`src/rtl/pe_dbw.sv`:
```
// Weight-stationary systolic PE with double-buffered (shadow/active) weights and a
// signed/unsigned multiply-accumulate. The MAC can saturate and sets a sticky overflow flag.
module pe_dbw #(
    parameter int          DATA_WIDTH = 8,
    parameter int          PSUM_WIDTH = 32,
    parameter int unsigned SIGNED     = 1,
    parameter int unsigned SATURATE   = 1
) (
    input  logic                  clk,
    input  logic                  rst_n,
    input  logic [DATA_WIDTH-1:0] weight_i,
    input  logic                  weight_en_i,
    input  logic                  weight_swap_i,
    input  logic [DATA_WIDTH-1:0] ifmap_i,
    input  logic                  ifmap_en_i,
    input  logic [PSUM_WIDTH-1:0] psum_i,
    input  logic                  psum_en_i,
    input  logic                  clr_ovf_i,
    output logic [DATA_WIDTH-1:0] weight_o,
    output logic                  weight_en_o,
    output logic                  weight_swap_o,
    output logic [DATA_WIDTH-1:0] ifmap_o,
    output logic                  ifmap_en_o,
    output logic [PSUM_WIDTH-1:0] psum_o,
    output logic                  psum_en_o,
    output logic                  ovf_o
);

    localparam int PW = PSUM_WIDTH;
    localparam int DW = DATA_WIDTH;
    localparam int PROD_W = 2 * DW;

    // ---------------------------------------------------------------------
    // State
    // ---------------------------------------------------------------------
    logic [DW-1:0] shadow_q, shadow_d;
    logic [DW-1:0] active_q, active_d;
    logic          active_vld_q, active_vld_d;

    logic [DW-1:0] weight_q, weight_d;
    logic          weight_en_q, weight_en_d;
    logic          weight_swap_q, weight_swap_d;
    logic [DW-1:0] ifmap_q, ifmap_d;
    logic          ifmap_en_q, ifmap_en_d;
    logic [PW-1:0] psum_q, psum_d;
    logic          psum_en_q, psum_en_d;
    logic          ovf_q, ovf_d;

    // ---------------------------------------------------------------------
    // Datapath: operand extension, product, wide sum, overflow detection
    // ---------------------------------------------------------------------
    logic [DW-1:0]     w_eff;
    logic [PROD_W-1:0] w_ext;
    logic [PROD_W-1:0] x_ext;
    logic [PROD_W-1:0] prod;
    logic [PW:0]       prod_ext;
    logic [PW:0]       prod_gated;
    logic [PW:0]       psum_ext;
    logic [PW:0]       sum_full;
    logic              sum_ovf;
    logic [PW-1:0]     sat_val;
    logic [PW-1:0]     mac_result;

    // A PE that has never been swapped since reset behaves as if its weight were zero.
    assign w_eff = active_vld_q ? active_q : '0;

    generate
        if (SIGNED != 0) begin : g_signed
            // Low 2*DW bits of a product of sign-extended operands equal the signed product.
            assign w_ext    = {{DW{w_eff[DW-1]}}, w_eff};
            assign x_ext    = {{DW{ifmap_i[DW-1]}}, ifmap_i};
            assign prod_ext = {{(PW + 1 - PROD_W){prod[PROD_W-1]}}, prod};
            assign psum_ext = {psum_i[PW-1], psum_i};
            assign sum_ovf  = sum_full[PW] ^ sum_full[PW-1];
            assign sat_val  = sum_full[PW] ? {1'b1, {(PW - 1){1'b0}}}
                                           : {1'b0, {(PW - 1){1'b1}}};
        end else begin : g_unsigned
            assign w_ext    = {{DW{1'b0}}, w_eff};
            assign x_ext    = {{DW{1'b0}}, ifmap_i};
            assign prod_ext = {{(PW + 1 - PROD_W){1'b0}}, prod};
            assign psum_ext = {1'b0, psum_i};
            assign sum_ovf  = sum_full[PW];
            assign sat_val  = {PW{1'b1}};
        end
    endgenerate

    assign prod = w_ext * x_ext;

    // A bubble (no ifmap) passes psum_i through; a zero addend can never overflow.
    assign prod_gated = ifmap_en_i ? prod_ext : '0;
    assign sum_full   = psum_ext + prod_gated;

    generate
        if (SATURATE != 0) begin : g_sat
            assign mac_result = sum_ovf ? sat_val : sum_full[PW-1:0];
        end else begin : g_wrap
            assign mac_result = sum_full[PW-1:0];
        end
    endgenerate

    // ---------------------------------------------------------------------
    // Next-state logic
    // ---------------------------------------------------------------------
    always_comb begin
        shadow_d      = shadow_q;
        active_d      = active_q;
        active_vld_d  = active_vld_q;
        weight_d      = weight_i;
        weight_en_d   = weight_en_i;
        weight_swap_d = weight_swap_i;
        ifmap_d       = ifmap_i;
        ifmap_en_d    = ifmap_en_i;
        psum_d        = psum_q;
        psum_en_d     = psum_en_i;
        ovf_d         = ovf_q;

        // Load and swap in one cycle: active takes the old shadow value.
        if (weight_swap_i) begin
            active_d     = shadow_q;
            active_vld_d = 1'b1;
        end
        if (weight_en_i) begin
            shadow_d = weight_i;
        end

        if (psum_en_i) begin
            psum_d = mac_result;
        end

        // Clear first so a simultaneous overflow wins.
        if (clr_ovf_i) begin
            ovf_d = 1'b0;
        end
        if (psum_en_i && sum_ovf) begin
            ovf_d = 1'b1;
        end
    end

    // ---------------------------------------------------------------------
    // Registers
    // ---------------------------------------------------------------------
    always_ff @(posedge clk or negedge rst_n) begin
        if (!rst_n) begin
            shadow_q      <= '0;
            active_q      <= '0;
            active_vld_q  <= 1'b0;
            weight_q      <= '0;
            weight_en_q   <= 1'b0;
            weight_swap_q <= 1'b0;
            ifmap_q       <= '0;
            ifmap_en_q    <= 1'b0;
            psum_q        <= '0;
            psum_en_q     <= 1'b0;
            ovf_q         <= 1'b0;
        end else begin
            shadow_q      <= shadow_d;
            active_q      <= active_d;
            active_vld_q  <= active_vld_d;
            weight_q      <= weight_d;
            weight_en_q   <= weight_en_d;
            weight_swap_q <= weight_swap_d;
            ifmap_q       <= ifmap_d;
            ifmap_en_q    <= ifmap_en_d;
            psum_q        <= psum_d;
            psum_en_q     <= psum_en_d;
            ovf_q         <= ovf_d;
        end
    end

    assign weight_o      = weight_q;
    assign weight_en_o   = weight_en_q;
    assign weight_swap_o = weight_swap_q;
    assign ifmap_o       = ifmap_q;
    assign ifmap_en_o    = ifmap_en_q;
    assign psum_o        = psum_q;
    assign psum_en_o     = psum_en_q;
    assign ovf_o         = ovf_q;

endmodule

```
`config.mk`:
```
export PLATFORM = sky130hd
export DESIGN_NAME = pe_dbw
export DESIGN_NICKNAME = d
export VERILOG_FILES = /design/src/rtl/pe_dbw.sv
export SDC_FILE = /design/constraint.sdc
export NUM_CORES = 1
export LEC_CHECK = 0
export BUFFER_PORTS_ARGS = -buffer_cell sky130_fd_sc_hd__buf_2
export CAP_MARGIN = 15
export CORE_MARGIN = 4
export CORE_UTILIZATION = 50
export DETAILED_ROUTE_END_ITERATION = 6
export PLACE_DENSITY_LB_ADDON = 0.2
export SYNTH_ARGS = -nofsm -noshare
export SYNTH_HDL_FRONTEND = slang
export SYNTH_SLANG_ARGS = --single-unit
```
`constraint.sdc`:
```
create_clock -name clk -period 13 [get_ports clk]
set_input_delay 0 -clock clk [delete_from_list [all_inputs] [get_ports clk]]
set_output_delay 0 -clock clk [all_outputs]
set_load 0.05 [all_outputs]
```
=== Yosys cells after proc, flatten, opt, wreduce, memory -nomap -nowiden ===
Cells that the tools add are included.

* RAM bits: 0
* Register bits: 70
* Bits in read-only memories: 0
* Memories kept: 0
* Latch bits: 0
* Word-level logic and storage cells: 22
* Output and inout port bits: 53

* Divide/modulo/power cells: 0
* $lt $le $gt $ge: 0
* Add/sub/neg operators: 1
* $mul: 1
* Muxes and demuxes: 6
* Shift-type cells: 0
* Equal/unequal tests: 0
* Bitwise logic cells: 1
* Reductions and logical operators: 2

{| class="wikitable"
|+ Operators with widths
! cell !! count
|-
| $mux 32 || 2
|-
| $add 33x33->33 || 1
|-
| $mux 33 || 1
|-
| $mul 8x8->16 || 1
|-
| $mux 8 || 1
|-
| $mux 1 || 2
|-
| $reduce_bool 2->1 || 1
|-
| $logic_and 1x1->1 || 1
|-
| $xor 1x1->1 || 1
|}

=== Logic depth before layout (Yosys ltp) ===
* Depth after elaboration: 7
* Gate-level depth with buffers: 33

=== Worst setup path before layout ===
Ideal clock, no wire load.

* Path type: register -> register
* Start: register active_vld_q
* End: register psum_q[2], in the netlist psum_o[2]
* Data required time: 12.854 ns
* Clock period less this slack: 7.448 ns
* Cell stages (with the launch flop): 31
* Setup slack: 5.552 ns
* Data arrival time: 7.301 ns
* Buffers on the path: 4
* Cells stage by stage: dfrtp_1 > clkbuf_1 > clkbuf_1 > nand3_1 > fa_1 > fa_1 > inv_1 > fa_1 > inv_1 > fa_1 > inv_1 > ha_1 > nor2b_1 > o21a_1 > o41ai_1 > o21a_1 > o21ai_0 > xnor2_1 > and2_1 > ha_1 > buf_6 > a21o_1 > a21o_1 > a21o_1 > a311oi_2 > a21oi_2 > a31oi_4 > mux2_4 > buf_8 > a31oi_1 > a21oi_1

* Longest elaborated chain between the ends: 6
* Elaborated cells between the ends (all ways): 7
* Classes of those cells: add/sub: 1; mul: 1; mux: 4; bitwise: 1

{| class="wikitable"
|+ RTL lines
! item !! line !! source
|-
| start, declared || 38 || <nowiki>logic active_vld_q, active_vld_d;</nowiki>
|-
| start signal, assigned || 158 || <nowiki>active_vld_q <= active_vld_d;</nowiki>
|-
| $mux 8 * || 65 || <nowiki>assign w_eff = active_vld_q ? active_q : '0;</nowiki>
|-
| $mul 8x8->16 * || 87 || <nowiki>assign prod = w_ext * x_ext;</nowiki>
|-
| $mux 33 * || 90 || <nowiki>assign prod_gated = ifmap_en_i ? prod_ext : '0;</nowiki>
|-
| $add 33x33->33 * || 91 || <nowiki>assign sum_full = psum_ext + prod_gated;</nowiki>
|-
| $mux 32 or $xor 1x1->1 (tied branches) || 75, 74 ||
|-
| $mux 32 * || 95 || <nowiki>assign mac_result = sum_ovf ? sat_val : sum_full[PW-1:0];</nowiki>
|-
| end signal, assigned || 164 || <nowiki>psum_q <= psum_d;</nowiki>
|-
| end, declared || 45 || <nowiki>logic [PW-1:0] psum_q, psum_d;</nowiki>
|}

Every way passes the cells marked *; elsewhere a longest branch is shown, timed or not.
A chain may end at the register's enable or synchronous reset.

=== Worst setup path after layout ===
* Start: register active_vld_q
* End: register psum_q[10], in the netlist psum_o[10]

The elaborated chain is that of the path after synthesis.

==> metrics.log <==
[metrics] final critical path time including I/O delays and setup: 8310 ps
[metrics] GRT Total Usage: 0.217
[metrics] final design instance area without fill: 8230 um2
[metrics] run status: complete, no violations
[metrics] Reg clk slew, reported paths: 60 ps
[metrics] number of nets in the finished design: 1049
[metrics] actual transition at the worst max-transition pin: 856 ps
[metrics] largest net degree at the start of global routing: 71
[metrics] total negative setup slack: 0 ps
[metrics] share of post-route cells with drive strength above 1: 0.207
[metrics] synthesized instance count: 762
[metrics] sequential-to-total area share from yosys stat: 0.249
[metrics] data required time at the worst endpoint: 13200 ps
[metrics] wire length of the first global-routing pass: 28700 um
[metrics] HPWL Detailed: 13500 um
[metrics] CP peak stage delay: 600 ps
[metrics] starting utilization of the core area: 0.510
[metrics] count of unresolved DRC violations after routing: 0
[metrics] via total after detailed routing: 5825
[metrics] die width: 127 um
[metrics] critical path launch point type: flop
[metrics] Clock Root Buffer: clkbuf_16
[metrics] Fmax achieved: 0.120 GHz
[metrics] number of enable flip-flop cells after synthesis: 0
[metrics] TritonCTS buffer count: 9
[metrics] end of the critical path: psum_o[10]$_DFFE_PN0P_
[metrics] cell count along the critical path: 27
[metrics] post-CTS setup buffers: 0
[metrics] number of nets still failing antenna checks after routing: 0
[metrics] dominant cell type by area after synthesis: dfrtp_1
[metrics] number of pins with negative max-slew slack in the final report: 0
[metrics] vertical die dimension: 127 um
[metrics] RSZ-0062 raised after global routing: false
[metrics] Die Footprint: 16100 um2
[metrics] Post-synth ARST share: 1.00
[metrics] Synth top cells by count: inv_1, dfrtp_1, ha_1
[metrics] core area: 13800 um2
[metrics] slowest stage cell, crit path: dfrtp_1
[metrics] launch instance of the worst register-to-register path: active_vld_q$_DFFE_PN0P_
[metrics] flop and latch count out of synthesis: 70
[metrics] relative max-transition margin: 0.430
[metrics] drt via density: 5.48
[metrics] Synth warnings: 0
[metrics] Hold Violations, Final: 0
[metrics] DR WL/cell: 15.7 um
[metrics] final weighted congestion in routability-driven placement: 0.890
[metrics] max-cap violations: 0
[metrics] total clock sinks: 70
[metrics] GR Overflow Total: 0
[metrics] worst flop-to-flop path endpoint: psum_o[10]$_DFFE_PN0P_
[metrics] Synth Net Count: 934
[metrics] maximum buffer depth of the clock tree: 2
[metrics] count of cells along the worst register-to-register path: 27
[metrics] post-route clock period utilization: 0.639
[metrics] most common cell in the synthesized netlist: inv_1
[metrics] CP max FO: 45
[metrics] insertion delay of the later-clocked pin in the worst-skew pair: 340 ps
[metrics] cell with the most instances on the worst path: fa_1
[metrics] number of DRC violations after detailed-routing iteration 0: 262
[metrics] antenna violations before repair: 0
[metrics] Detailed Route WL: 16700 um
[metrics] antenna diode count: 0
[metrics] fill cell count: 1220
[metrics] number of setup violations in the final report: 0
[metrics] Crit. End Element: flop
[metrics] growth of design area from synthesis to finish: 16.8%
[metrics] area after detailed placement: 7670 um2
[metrics] Post-Syn Area: 7050 um2
[metrics] post-layout util: 0.596
[metrics] Port Buf Inserts: 107
[metrics] post-synthesis average cell area: 9.25 um2
[metrics] cells resized by post-CTS repair: 0
[metrics] reg-to-reg slack, setup: 4690 ps
[metrics] vias in the first global route: 5881
[metrics] leading register cell type out of synthesis: dfrtp_1
[metrics] class of the most critical hold timing path: in2reg
[metrics] TritonCTS clock tree: done
[metrics] unique cell type count in the Yosys netlist: 54
[metrics] length of the first detailed-routing pass in iterations: 5
[metrics] Yosys top cell area share: 0.249
[metrics] critical path arrival: 8510 ps
[metrics] worst-case clock skew: 9.04 ps
[metrics] timing startpoint of the critical path: active_vld_q$_DFFE_PN0P_
[metrics] main area contributors after synthesis: dfrtp_1, fa_1, ha_1
[metrics] io pins: 108
[metrics] standard-cell row count: 43
[metrics] maximum level of the CTS H-tree: 3
[metrics] classification of the worst setup path: reg2reg
[metrics] worst path bufs/invs: 4
[metrics] largest delay contributor family on the critical path: adder cells
## worst register-to-register path: cells and delay by family, from the launching register on
family / cells / cell delay, ps
flops: 1 / 600
simple gates: 4 / 1190
compound gates: 11 / 2350
mux: 1 / 480
fa+ha+maj: 6 / 2880
buf+inv: 4 / 530
xor+xnor: 1 / 150
## kinds of logic after synthesis
logic type,Yosys count,synth area share
AOI/OAI and AO/OA,183,0.176
and+or+nand+nor,205,0.149
buffers and inverters,125,0.0742
DFF,70,0.249
adders and majority gates,117,0.267
xor gates and xnor gates,40,0.0497
muxes,22,0.0355
## per-stage QoR
step                      hold slack [ps]  setup WS (ps)  cells
after floorplan                      -296           5550    762
after global placement                121           4870   1025
after detailed placement              123           4720   1025
after CTS                             102           4680   1062
after global routing                  188           4070   1062
final                                 125           4690   1062
## how the worst min path moves through the flow
stage                      from                       to  slack, ps  depth (start not counted)
finish                psum_i[0]    psum_o[0]$_DFFE_PN0P_        130                          4
global route          psum_i[0]    psum_o[0]$_DFFE_PN0P_        190                          4
global placement    weight_i[3]    weight_o[3]$_DFF_PN0_        120                          1
detailed placement  weight_i[6]    weight_o[6]$_DFF_PN0_        120                          1
CTS                   psum_i[0]    psum_o[0]$_DFFE_PN0P_        100                          4
floorplan                 rst_n  active_q[0]$_DFFE_PN0P_       -300                          0
## state kept, by name, summed over array words and instances, names as in the netlist, 8 cells and up
register,count
psum_o,32
shadow_q,8
active_q,8
weight_o,8
ifmap_o,8
## layout by cell type (no fill, tap or decap), types with 16 or more instances in the layout
| cell type | count |
|---|---|
| and3_1 | 48 |
| buf_2 | 106 |
| ha_1 | 61 |
| and2_1 | 16 |
| nand2_1 | 37 |
| nand3_1 | 16 |
| a21oi_2 | 33 |
| dfrtp_1 | 70 |
| a21o_1 | 16 |
| fa_1 | 56 |
| mux2_2 | 16 |
| o21ai_0 | 29 |
| dlygate4sd3_1 | 21 |
| a21oi_1 | 53 |
| inv_1 | 99 |
| nor2_1 | 47 |
| xnor2_1 | 28 |
## per-layer routing
layer / vias to the layer above / GRT usage / wire length, um
met3: 32 / 0.0413 / 756
met4: 0 / 0.0562 / 281
met2: 154 / 0.354 / 7920
met5: - / 0 / 0
li1: 2827 / - / -
met1: 2812 / 0.300 / 7690
## repair_timing
action,4_1_cts,5_1_grt
hold buffers,21,0
endpoints found under the setup margin,0,0
hold endpoints to repair,98,0
## final cells by class
type	count	area, um2	area share
clock buffer	11	243	0.0295
clock inverter	5	106	0.0129
inverter	99	372	0.0451
multi-input combinational	567	4770	0.580
sequential	70	1750	0.213
tap	180	225	0.0274
timing repair buffer	130	763	0.0927
Power is not shown: default switching activity piles up to over one toggle a cycle in this logic, so the estimate is an artifact.
